<file path="config.mk">
export PLATFORM = sky130hd
export DESIGN_NAME = if_instruction_loader
export DESIGN_NICKNAME = d
export VERILOG_FILES = /design/src/rtl/if_instruction_loader.sv
export SDC_FILE = /design/constraint.sdc
export NUM_CORES = 1
export LEC_CHECK = 0
export BUFFER_PORTS_ARGS = -buffer_cell sky130_fd_sc_hd__buf_4
export CAP_MARGIN = 20
export CORE_MARGIN = 2
export CORE_UTILIZATION = 51
export DETAILED_ROUTE_END_ITERATION = 10
export GPL_TIMING_DRIVEN = 0
export HOLD_SLACK_MARGIN = 0.08
export PLACE_DENSITY = 0.83
export SLEW_MARGIN = 0
export SYNTH_ARGS = -nofsm -noshare
export SYNTH_HDL_FRONTEND = slang
export SYNTH_SLANG_ARGS = --single-unit
</file>
<file path="constraint.sdc">
create_clock -name clk -period 1.8 [get_ports clk]
set_input_delay 0.27 -clock clk [delete_from_list [all_inputs] [get_ports clk]]
set_output_delay 0.27 -clock clk [all_outputs]
set_load 0.02 [all_outputs]
</file>
<file path="src/rtl/if_instruction_loader.sv">
// -----------------------------------------------------------------------------
// if_instruction_loader
//
// Packs a big-endian byte stream into 32-bit words and writes them to an
// instruction memory. A start pulse begins a new image. Bytes are accepted in
// LOAD. After the fourth byte of a word, or the byte flagged last, the loader
// spends one WRITE cycle with mem_we high. The image finishes in DONE on the
// last word, or in ERR if the image is longer than DEPTH words.
//
// Handshake: a byte transfers on a rising clk edge where byte_valid=1 and
// byte_ready=1. byte_ready is high only in LOAD and does not depend on
// byte_valid. The source may hold or drop byte_valid freely.
//
// Ports
//   clk         in   clock; all state updates on the rising edge
//   rst_n       in   asynchronous active-low reset
//   start       in   one-cycle pulse: begin a load (ignored in LOAD/WRITE)
//   byte_valid  in   byte_data is valid
//   byte_data   in   [7:0] image byte, most significant byte of each word first
//   byte_last   in   final byte of the image (qualified by byte_valid)
//   byte_ready  out  loader accepts a byte this cycle (LOAD only)
//   mem_we      out  one-cycle word write strobe (WRITE only)
//   mem_addr    out  [ADDR_W-1:0] word address, registered
//   mem_wdata   out  [31:0] word data, registered
//   busy        out  high in LOAD and WRITE
//   done        out  sticky: image loaded
//   error       out  sticky: image overflowed DEPTH words
//   word_count  out  [ADDR_W:0] words written since the last start
//   dbg_state   out  [2:0] FSM state (0 IDLE, 1 LOAD, 2 WRITE, 3 DONE, 4 ERR)
// -----------------------------------------------------------------------------
module if_instruction_loader #(
  parameter int DEPTH  = 1024,
  parameter int ADDR_W = 10
) (
  input  logic              clk,
  input  logic              rst_n,
  input  logic              start,
  input  logic              byte_valid,
  input  logic [7:0]        byte_data,
  input  logic              byte_last,
  output logic              byte_ready,
  output logic              mem_we,
  output logic [ADDR_W-1:0] mem_addr,
  output logic [31:0]       mem_wdata,
  output logic              busy,
  output logic              done,
  output logic              error,
  output logic [ADDR_W:0]   word_count,
  output logic [2:0]        dbg_state
);

  typedef enum logic [2:0] {
    S_IDLE  = 3'd0,
    S_LOAD  = 3'd1,
    S_WRITE = 3'd2,
    S_DONE  = 3'd3,
    S_ERR   = 3'd4
  } state_t;

  localparam logic [ADDR_W:0] C_DEPTH = (ADDR_W + 1)'(DEPTH);
  localparam logic [ADDR_W:0] C_ONE   = {{ADDR_W{1'b0}}, 1'b1};

  state_t              r_state;
  logic [1:0]          r_lane;
  logic [31:0]         r_word;
  logic                r_last;
  logic [ADDR_W:0]     r_word_count;
  logic                r_byte_ready;
  logic                r_mem_we;
  logic [ADDR_W-1:0]   r_mem_addr;
  logic [31:0]         r_mem_wdata;
  logic                r_busy;
  logic                r_done;
  logic                r_error;

  logic                w_accept;
  logic                w_full;
  logic [31:0]         w_merged;

  // r_byte_ready mirrors "state is LOAD", so this is the transfer condition.
  assign w_accept = r_byte_ready && byte_valid;
  assign w_full   = (r_word_count == C_DEPTH);

  // Current partial word with the incoming byte dropped into its lane. Lower
  // lanes are still zero because r_word is cleared at every word boundary,
  // which provides the zero padding of a short final word.
  always_comb begin
    w_merged = r_word;
    case (r_lane)
      2'd0:    w_merged[31:24] = byte_data;
      2'd1:    w_merged[23:16] = byte_data;
      2'd2:    w_merged[15:8]  = byte_data;
      default: w_merged[7:0]   = byte_data;
    endcase
  end

  always_ff @(posedge clk or negedge rst_n) begin
    if (!rst_n) begin
      r_state      <= S_IDLE;
      r_lane       <= 2'd0;
      r_word       <= 32'd0;
      r_last       <= 1'b0;
      r_word_count <= '0;
      r_byte_ready <= 1'b0;
      r_mem_we     <= 1'b0;
      r_mem_addr   <= '0;
      r_mem_wdata  <= 32'd0;
      r_busy       <= 1'b0;
      r_done       <= 1'b0;
      r_error      <= 1'b0;
    end else begin
      case (r_state)
        S_IDLE, S_DONE, S_ERR: begin
          if (start) begin
            r_state      <= S_LOAD;
            r_lane       <= 2'd0;
            r_word       <= 32'd0;
            r_last       <= 1'b0;
            r_word_count <= '0;
            r_byte_ready <= 1'b1;
            r_busy       <= 1'b1;
            r_done       <= 1'b0;
            r_error      <= 1'b0;
          end
        end

        S_LOAD: begin
          if (w_accept) begin
            if (w_full) begin
              // Memory already holds DEPTH words: this byte has no home.
              r_state      <= S_ERR;
              r_byte_ready <= 1'b0;
              r_busy       <= 1'b0;
              r_error      <= 1'b1;
            end else if ((r_lane == 2'd3) || byte_last) begin
              r_state      <= S_WRITE;
              r_byte_ready <= 1'b0;
              r_mem_we     <= 1'b1;
              r_mem_addr   <= r_word_count[ADDR_W-1:0];
              r_mem_wdata  <= w_merged;
              r_last       <= byte_last;
              r_lane       <= 2'd0;
              r_word       <= 32'd0;
            end else begin
              r_lane <= r_lane + 2'd1;
              r_word <= w_merged;
            end
          end
        end

        S_WRITE: begin
          r_mem_we     <= 1'b0;
          r_word_count <= r_word_count + C_ONE;
          if (r_last) begin
            r_state <= S_DONE;
            r_busy  <= 1'b0;
            r_done  <= 1'b1;
          end else begin
            r_state      <= S_LOAD;
            r_byte_ready <= 1'b1;
          end
        end

        default: begin
          r_state      <= S_IDLE;
          r_byte_ready <= 1'b0;
          r_mem_we     <= 1'b0;
          r_busy       <= 1'b0;
        end
      endcase
    end
  end

  assign byte_ready = r_byte_ready;
  assign mem_we     = r_mem_we;
  assign mem_addr   = r_mem_addr;
  assign mem_wdata  = r_mem_wdata;
  assign busy       = r_busy;
  assign done       = r_done;
  assign error      = r_error;
  assign word_count = r_word_count;
  assign dbg_state  = r_state;

endmodule

</file>
# [Word level (Yosys, flattened, before mapping)]
# Index checks and enable logic that the tools add are counted.
[word_totals] reg_bits=96 inputBits=13 out_inout_bits=61 wordCells=96
[classes] n_addsub=2 eq_ne=16 muxes=46 bitwise=2 n_reduce_logical=18
[op_table] operator="two-way mux 32 bit" n=4
[op_table] operator="case mux 32 bit (2 select lines)" n=1
[op_table] operator="two-way mux 8 bit" n=4
[op_table] operator="AND reduction 4 bit" n=6
[op_table] operator="case mux 11 bit (2 select lines)" n=1
[op_table] operator="two-way mux 1 bit" n=18
[op_table] operator="!= test 2 bit, second input constant" n=7
[op_table] operator="two-way mux 3 bit" n=4
[op_table] operator="adder 11 x 1 -> 11 bit, second input constant" n=1
[op_table] operator="== test 11 bit, second input constant" n=1
[op_table] operator="two-way mux 11 bit" n=1
[op_table] operator="two-way mux 2 bit" n=5
[op_table] operator="case mux 3 bit (3 select lines)" n=1
[op_table] operator="case mux 1 bit (2 select lines)" n=4
[op_table] operator="== test 3 x 2 -> 1 bit, second input constant" n=2
[op_table] operator="case mux 1 bit (3 select lines)" n=2
[op_table] operator="AND reduction 3 bit" n=2
[op_table] operator="OR reduction 3 bit" n=2
[op_table] operator="AND reduction 5 bit" n=1
[op_table] operator="== test 2 bit, second input constant" n=2
[op_table] operator="case mux 2 bit (2 select lines)" n=1
[op_table] operator="nonzero test 2 bit" n=2
[op_table] operator="== test 3 x 1 -> 1 bit, second input constant" n=1
[op_table] operator="== test 3 bit, second input constant" n=1
[op_table] operator="other kinds (9)" n=10

# [Logic depth before layout (Yosys ltp)]
# Gate-level depths: netlist (run 1).
[logic_depth] ltp_word=7 depth_mapped=7 depth_no_buf=6

# [Worst setup path after synthesis (run 1)]
# Ideal clock, no wire load.
[synth_timing] path_kind="reg2reg" startpoint="register r_word_count[4] (netlist: word_count[4])" endpoint="register r_mem_addr[0] (netlist: mem_addr[0])" setup_time_ps=128 t_arrival_ps=1863 required_ps=1672 path_slack_ps=-191 path_stages_with_launch=6 path_buffers=1 period_less_slack_ps=1991 path_cell_list="dfrtp_1 > nor4_1 > nand4_1 > o211ai_4 > buf_6 > mux2_1"
[synth_between] elab_chain_cells=3
[synth_rtl] element="start, declared" line_no="67" text="logic [ADDR_W:0] r_word_count;"
[synth_rtl] element="start signal, assigned" line_no="153" text="r_word_count <= r_word_count + C_ONE;"
[synth_rtl] element="== test 11 bit" line_no="82" text="assign w_full = (r_word_count == C_DEPTH);"
[synth_rtl] element="inverter 1 bit (no source line)"
[synth_rtl] element="AND reduction 4 bit (no source line)"
[synth_rtl] element="end signal, assigned" line_no="139" text="r_mem_addr <= r_word_count[ADDR_W-1:0];"
[synth_rtl] element="end, declared" line_no="70" text="logic [ADDR_W-1:0] r_mem_addr;"
# Every way passes these cells.
# A chain may end at the register's enable or synchronous reset.

# [Worst setup path after layout (run 1)]
[layout_timing] startpoint="register r_word_count[7] (netlist: word_count[7])" endpoint="register r_mem_addr[2] (netlist: mem_addr[2])"
# Same word-level chain as after synthesis.

==> results of run 1 <==
-- cells by family after synthesis --
kind of cell | after synthesis
flops | 96
mux | 81
compound gates | 67
simple gates | 63
buf+inv | 22
fa+ha+maj | 6
-- cells in the mapped netlist, drive strengths merged (2+ instances only) --
master and instances:
dfrtp 96, mux2 75, a22o 27, nand2 14, buf 11, o21ai 11, and2 8, and3 8
inv 7, nor2 7, ha 6, mux2i 6, nand3 6, a21oi 5, clkbuf 4, nand4 4
nor2b 4, o211ai 4, nor3 3, nor3b 3, o211a 3, o221ai 3, a31o 2, a31oi 2
nor4 2, o21a 2, o21bai 2, o31ai 2
-- flip-flops by register name, summed over array words and instances, names as in the netlist --
register	count
busy	1
byte_ready	1
dbg_state	3
done	1
error	1
mem_addr	10
mem_wdata	32
mem_we	1
r_lane	2
r_last	1
r_word	32
word_count	11
-- layout by cell type, fill, tap and decap left out, drive strengths merged, types with 7 or more instances in the layout --
master	instances
a22o	27
and2	8
and3	8
buf	113
clkbuf	14
dfrtp	96
inv	8
mux2	75
nand2	14
nor2	7
o21ai	11
-- what timing repair did --
item | 4_1_cts | 5_1_grt
hold buffers | 1 | 0
pin swaps | 9 | 14
endpoints found under the setup margin | 83 | 87
gates resized for setup | 74 | 31
cloned | 3 | 1
setup buffers | 18 | 16
endpoints found under the hold margin | 47 | 0
-- cell type report --
type	instances	area, sq um	area share, %
well taps	105	131	2.17
clock buffers	9	124	2.05
clock inverters	5	106	1.76
multi-input cells	217	2180	36.1
inverters	7	26.3	0.434
flip-flops and latches	96	2420	40.0
plain buffers	9	91.3	1.51
repair buffers	110	972	16.1
-- path summary, 6_finish.rpt --
| path | start | to | slack [ns] | depth (start not counted) |
|---|---|---|---|---|
| hold reg to reg | r_word[3]$_DFFE_PN0P_ | r_word[3]$_DFFE_PN0P_ | 0.49 | 1 |
| setup / recovery | word_count[7]$_DFFE_PN0P_ | mem_addr[2]$_DFFE_PN0P_ | -0.19 | 6 |
| hold / removal | byte_data[6] | r_word[14]$_DFFE_PN0P_ | 0.21 | 2 |
| max in group asynchronous | rst_n | r_word[26]$_DFFE_PN0P_ | 0.69 | 3 |
| setup reg to reg | word_count[7]$_DFFE_PN0P_ | mem_addr[2]$_DFFE_PN0P_ | -0.19 | 6 |
| min in group asynchronous | rst_n | done$_DFFE_PN0P_ | 0.47 | 2 |
-- layer usage --
layer  vias to the layer above  share of wire, %
met5                         -                 0
met4                         0               2.4
met3                        30               6.7
met2                       156                49
met1                      1663                42
li1                       1475                 -
-- metrics by stage --
stage	cells	utilization, %	cell area, sq um	power (mW)	hold slack [ns]
floorplan	335	-	4420	5.04	-0.0256
global placement	513	61.8	5100	6.04	0.464
detailed placement	514	62.1	5130	6.16	0.332
CTS	545	70.6	5830	8.49	0.196
global route	558	73.3	6050	9.29	0.201
finish	558	73.3	6050	8.86	0.213
-- power by group --
group	switching (mW)	total, mW	internal (mW)
Clock	0.735	1.65	0.913
Sequential	0.400	3.07	2.67
Combinational	2.03	4.14	2.12
Total	3.16	8.86	5.70
==> impl_results.md, run 1 <==
* Outcome: finished, violations left
* Via count of the first global-routing pass at 3330
* Floorplan row count at 33
* Time the worst path needs with I/O delays and setup at 1.99 ns
* Final worst-path setup slack at -0.193 ns
* Maximum number of pins on one net before global-route repair at 50
* Standby leakage power at 3.07 nW
* Warnings from Yosys at 0
* Power per cell area at 1460 nW/um^2
* Register clock-pin slew on the reported worst setup and hold paths at 0.09 ns
* Clk_skew at 0.00773 ns
* Tcrit/Tclk final at 111%
* Adder-Cell Fraction of Synth Area at 1.71%
* Element type at the critical path start: flop
* Cell taking the most area after synthesis: dfrtp_1
* Worst-path cell with the longest stage delay: dfrtp_2
* Layout fillers at 517
* Synth unique cells at 43
* Largest family of logic cells by synthesized area: multiplexers
* Number of levels the H-tree was split into at 3
* Average wire per standard cell at 20.3 microns
* Remaining number of nets flagged by the antenna check after routing at 0
* HPWL after DPL at 6.55 mm
* Seq/Total Area, Yosys at 54.8%
* Gate Count Post-Synth at 335
* Core region area at 8260 sq um
* Y dimension of the die at 96.7 microns
* Total track usage at 24.0%
* Synth Area in Compound Gates at 12.1%
* Arrival time at the worst endpoint at 2.24 ns
* First-pass GRT wire length at 17.9 mm
* Post-Synth XOR/XNOR Area at 0%
* Total Routed Length at 11.3 mm
* Unrepaired setup endpoints after global routing: true
* Area share of the largest cell type after synthesis at 54.8%
* Initial antenna violation count at 0
* Residual DRC count at 0
* DR pass1 iterations at 4
* Chain of cells forming the critical path: nor4_4 > nand4_1 > o211ai_4 > buf_12 > buf_8 > mux2_4
* Via total after detailed routing at 3324
* Basic-gate share of the synthesized area counting and, or, nand and nor cells at 8.07%
* Clock tree from TritonCTS: built
* Total of max-cap violations at 0
* Clk Latency, worst-skew pair at 0.36 ns
* CTS Buffer Depth at 2
* GR met3 Demand/Resource at 4.41%
* Type of the setup path with the least slack: reg -> reg
* Ratio of cells with drive above 1 in the final layout at 52.5%
* Area Overhead vs Synth at 38.0%
* Global Route met2 Usage at 38.2%
* # diodes at 0
* Post-Synthesis Mean Instance Area at 13.1 sq um
* Library cell used as clock root buffer: clkbuf_8
* Worst vdd rail ir drop at 0.831 mV
* Post-synth ARST share at 100%
* Max-slew violation count at 0
* Crit path max-delay family: simple AND/OR/NAND/NOR gates
* Data required time at the worst endpoint at 2.05 ns
* Dominant register cell in the synthesized netlist: dfrtp_1
* Final-report hold violation count at 0
* Via count normalized by instance count at 5.96
* Final setup viols at 43
* Largest fanout on the critical path at 7
* Die Span X at 96.7 microns
* IO Pins at 74
* Die area at 9360 sq um
* Maximum clock frequency at 502 MHz
* Post-synthesis mux area share at 20.6%
* Buffers on Ports at 73
* Number of violations reported at the end of detailed-routing iteration 0 at 164
* Count of flip-flops with a built-in enable after synthesis at 0
* Worst min-delay path category: in -> reg
* Post-synthesis instance area at 4390 sq um
* Final net count at 469
* Worst rel slew slack at 55.0%
* Register bit count reported by yosys at 96
* Failing checks: negative setup slack
* Final sum of negative setup slack at -6.99 ns
* Delay of the slowest cell on the worst path at 0.44 ns
* Kind of end point of the critical path: flop
* Largest cells by area after synthesis: dfrtp_1 (55%), mux2_1 (9.8%), mux2_2 (9.5%)
* CP Buf/Inv Count at 2
* Worst-margin pin slew at 0.668 ns
* Global placement routability congestion at 0.845
* Global-route track usage on met1 at 32.9%
* Clock Sink Count at 96
* Gr ovfl total at 0
* Worst slack at placement at -0.551 ns
* Number of clock buffers inserted by TritonCTS at 9
* Global-route layer with the greatest usage: met2
* Starting Density at 53.1%
* Mapped Nets at 354
Note: power is estimated with default switching activity, not from simulation.
==> inputs of run 2 (changes only) <==
Settings changed: CORE_UTILIZATION 51 to 52, CTS_BUF_LIST set to sky130_fd_sc_hd__clkbuf_8, PLACE_DENSITY 0.83 to unset, PLACE_DENSITY_LB_ADDON set to 0.1.
Clock period 1.8 ns to 1.6 ns, I/O delays scaled along.
==> impl_results.md, run 2 (synthesis gave the netlist of run 1 again) <==
* Number of non-filler instances in the completed layout at 570
* Final worst-path setup slack at -0.302 ns
* Total track usage at 25.7%
* Highest-count cells in the layout ignoring fill and taps: buf_4 (100), dfrtp_1 (84), mux2_4 (42), mux2_2 (33), a22o_1 (27)
* Remaining number of nets flagged by the antenna check after routing at 0
* Gr ovfl total at 0
* Clk_skew at 0.0127 ns
* Buffers on Ports at 73
* Tcrit/Tclk final at 119%
* Outcome: finished, violations left
* Minimum hold slack at 0.164 ns
* Residual DRC count at 0
* Total of max-cap violations at 0
* # diodes at 0
* Data required time at the worst endpoint at 1.84 ns
* Time the worst path needs with I/O delays and setup at 1.90 ns
* Final-report hold violation count at 0
* Library cell used as clock root buffer: clkbuf_8
* Maximum clock frequency at 526 MHz
* Worst min-delay path category: in -> reg
* Clock tree from TritonCTS: built
* Final setup viols at 81
* Floorplan row count at 33
* First-pass GRT wire length at 17.5 mm
* Clock Sink Count at 96
* Average wire per standard cell at 19.9 microns
* Y dimension of the die at 95.8 microns
* Via count normalized by instance count at 5.82
* Element type at the critical path start: flop
* Via total after detailed routing at 3315
* Power per cell area at 1630 nW/um^2
* Area Overhead vs Synth at 41.0%
* Initial antenna violation count at 0
* CTS Buffer Depth at 2
* Kind of end point of the critical path: flop
* Total Routed Length at 11.3 mm
* Number of violations reported at the end of detailed-routing iteration 0 at 117
* Maximum number of pins on one net before global-route repair at 53
* Die area at 9180 sq um
* Cell Count Post-Placement at 514
* Most common cell after layout, fill and taps aside: buf_4
* Final net count at 479
* Type of the setup path with the least slack: reg -> reg
* Largest fanout on the critical path at 5
* Clk Latency, worst-skew pair at 0.36 ns
* Post-route design area at 6180 sq um
* Register clock-pin slew on the reported worst setup and hold paths at 0.10 ns
* Number of clock buffers inserted by TritonCTS at 9
* Global placement routability congestion at 0.830
* Placed cell areas at 5140 sq um
* Core region area at 8180 sq um
* Arrival time at the worst endpoint at 2.14 ns
* Standby leakage power at 3.14 nW
* HPWL after DPL at 6.69 mm
* DR pass1 iterations at 4
* IO Pins at 74
* Worst vdd rail ir drop at 0.887 mV
* Worst rel slew slack at 60.4%
* Unrepaired setup endpoints after global routing: true
* Via count of the first global-routing pass at 3314
* Number of levels the H-tree was split into at 3
* Starting Density at 53.6%
* Max-slew violation count at 0
* Worst-margin pin slew at 0.594 ns
* Die Span X at 95.8 microns
* Ratio of cells with drive above 1 in the final layout at 56.6%
* Failing checks: negative setup slack
[run 2: changes by cell type in the layout (fill, tap and decap cells not counted), sizes merged]
cell / change
buf: +11
inv: +2
bufinv: -1
clkbuf: -1
clkinv: +1
[run 2: final cells by class]
class                           count  area [sq um]
Tap cell                          105           131
Clock inverter                      7          88.8
Clock buffer                        9           124
Fill cell                         529          1990
Multi-Input combinational cell    217          2250
Buffer                              9           108
Sequential cell                    96          2420
Timing Repair Buffer              120          1040
Inverter                            7          26.3
[run 2: critical path, cell delays in order (launching register included)]
cell and delay [ns]:
dfrtp_2 0.44, nor4_4 0.31, nand4_1 0.23, o211ai_4 0.18, buf_6 0.18, buf_8 0.13
mux2_4 0.30
[run 2: path summary, 6_finish.rpt]
check	cells past startpoint	slack, ns	to	from
worst max-delay path	6	-0.30	mem_wdata[27]$_DFFE_PN0P_	word_count[7]$_DFFE_PN0P_
worst min-delay path	2	0.16	r_word[19]$_DFFE_PN0P_	byte_data[3]
worst max register to register	6	-0.30	mem_wdata[27]$_DFFE_PN0P_	word_count[7]$_DFFE_PN0P_
worst min register to register	1	0.49	r_word[1]$_DFFE_PN0P_	r_word[1]$_DFFE_PN0P_
max in group asynchronous	3	0.49	word_count[3]$_DFFE_PN0P_	rst_n
min in group asynchronous	2	0.42	mem_we$_DFFE_PN0P_	rst_n
[run 2: repair_timing]
action | CTS | global route
gates resized for setup | 103 | 25
hold buffers | 1 | 0
hold endpoints to repair | 44 | 0
pin swaps | 9 | 38
cloned | 4 | 1
endpoints found under the setup margin | 89 | 91
setup buffers | 29 | 13
[run 2: power by group]
part / switching (mW) / internal, mW
registers: 0.412 / 3.00
clock network: 0.848 / 0.873
logic: 2.37 / 2.57
total: 3.63 / 6.45
[run 2: stage by stage]
| step | util (%) | setup WS, ns | setup TNS (ns) | total power, mW |
|---|---|---|---|---|
| 6_report | 75.6 | -0.302 | -16.46 | 10.1 |
| 5_1_grt | 75.6 | -0.361 | -21.52 | 10.6 |
| 4_1_cts | 73.7 | -0.329 | -17.58 | 9.80 |
| 3_5_place_dp | 62.8 | -0.781 | -50.19 | 6.95 |
| 3_3_place_gp | 62.5 | -0.701 | -47.96 | 6.84 |
| 2_1_floorplan | - | -0.333 | -20.35 | 5.67 |
[run 2: layer usage]
layer	vias up	routed length [microns]	global-route usage, %
li1	1483	-	-
met1	1684	4840	34.4
met2	121	5630	41.7
met3	27	579	3.84
met4	0	281	11.4
met5	-	0	0
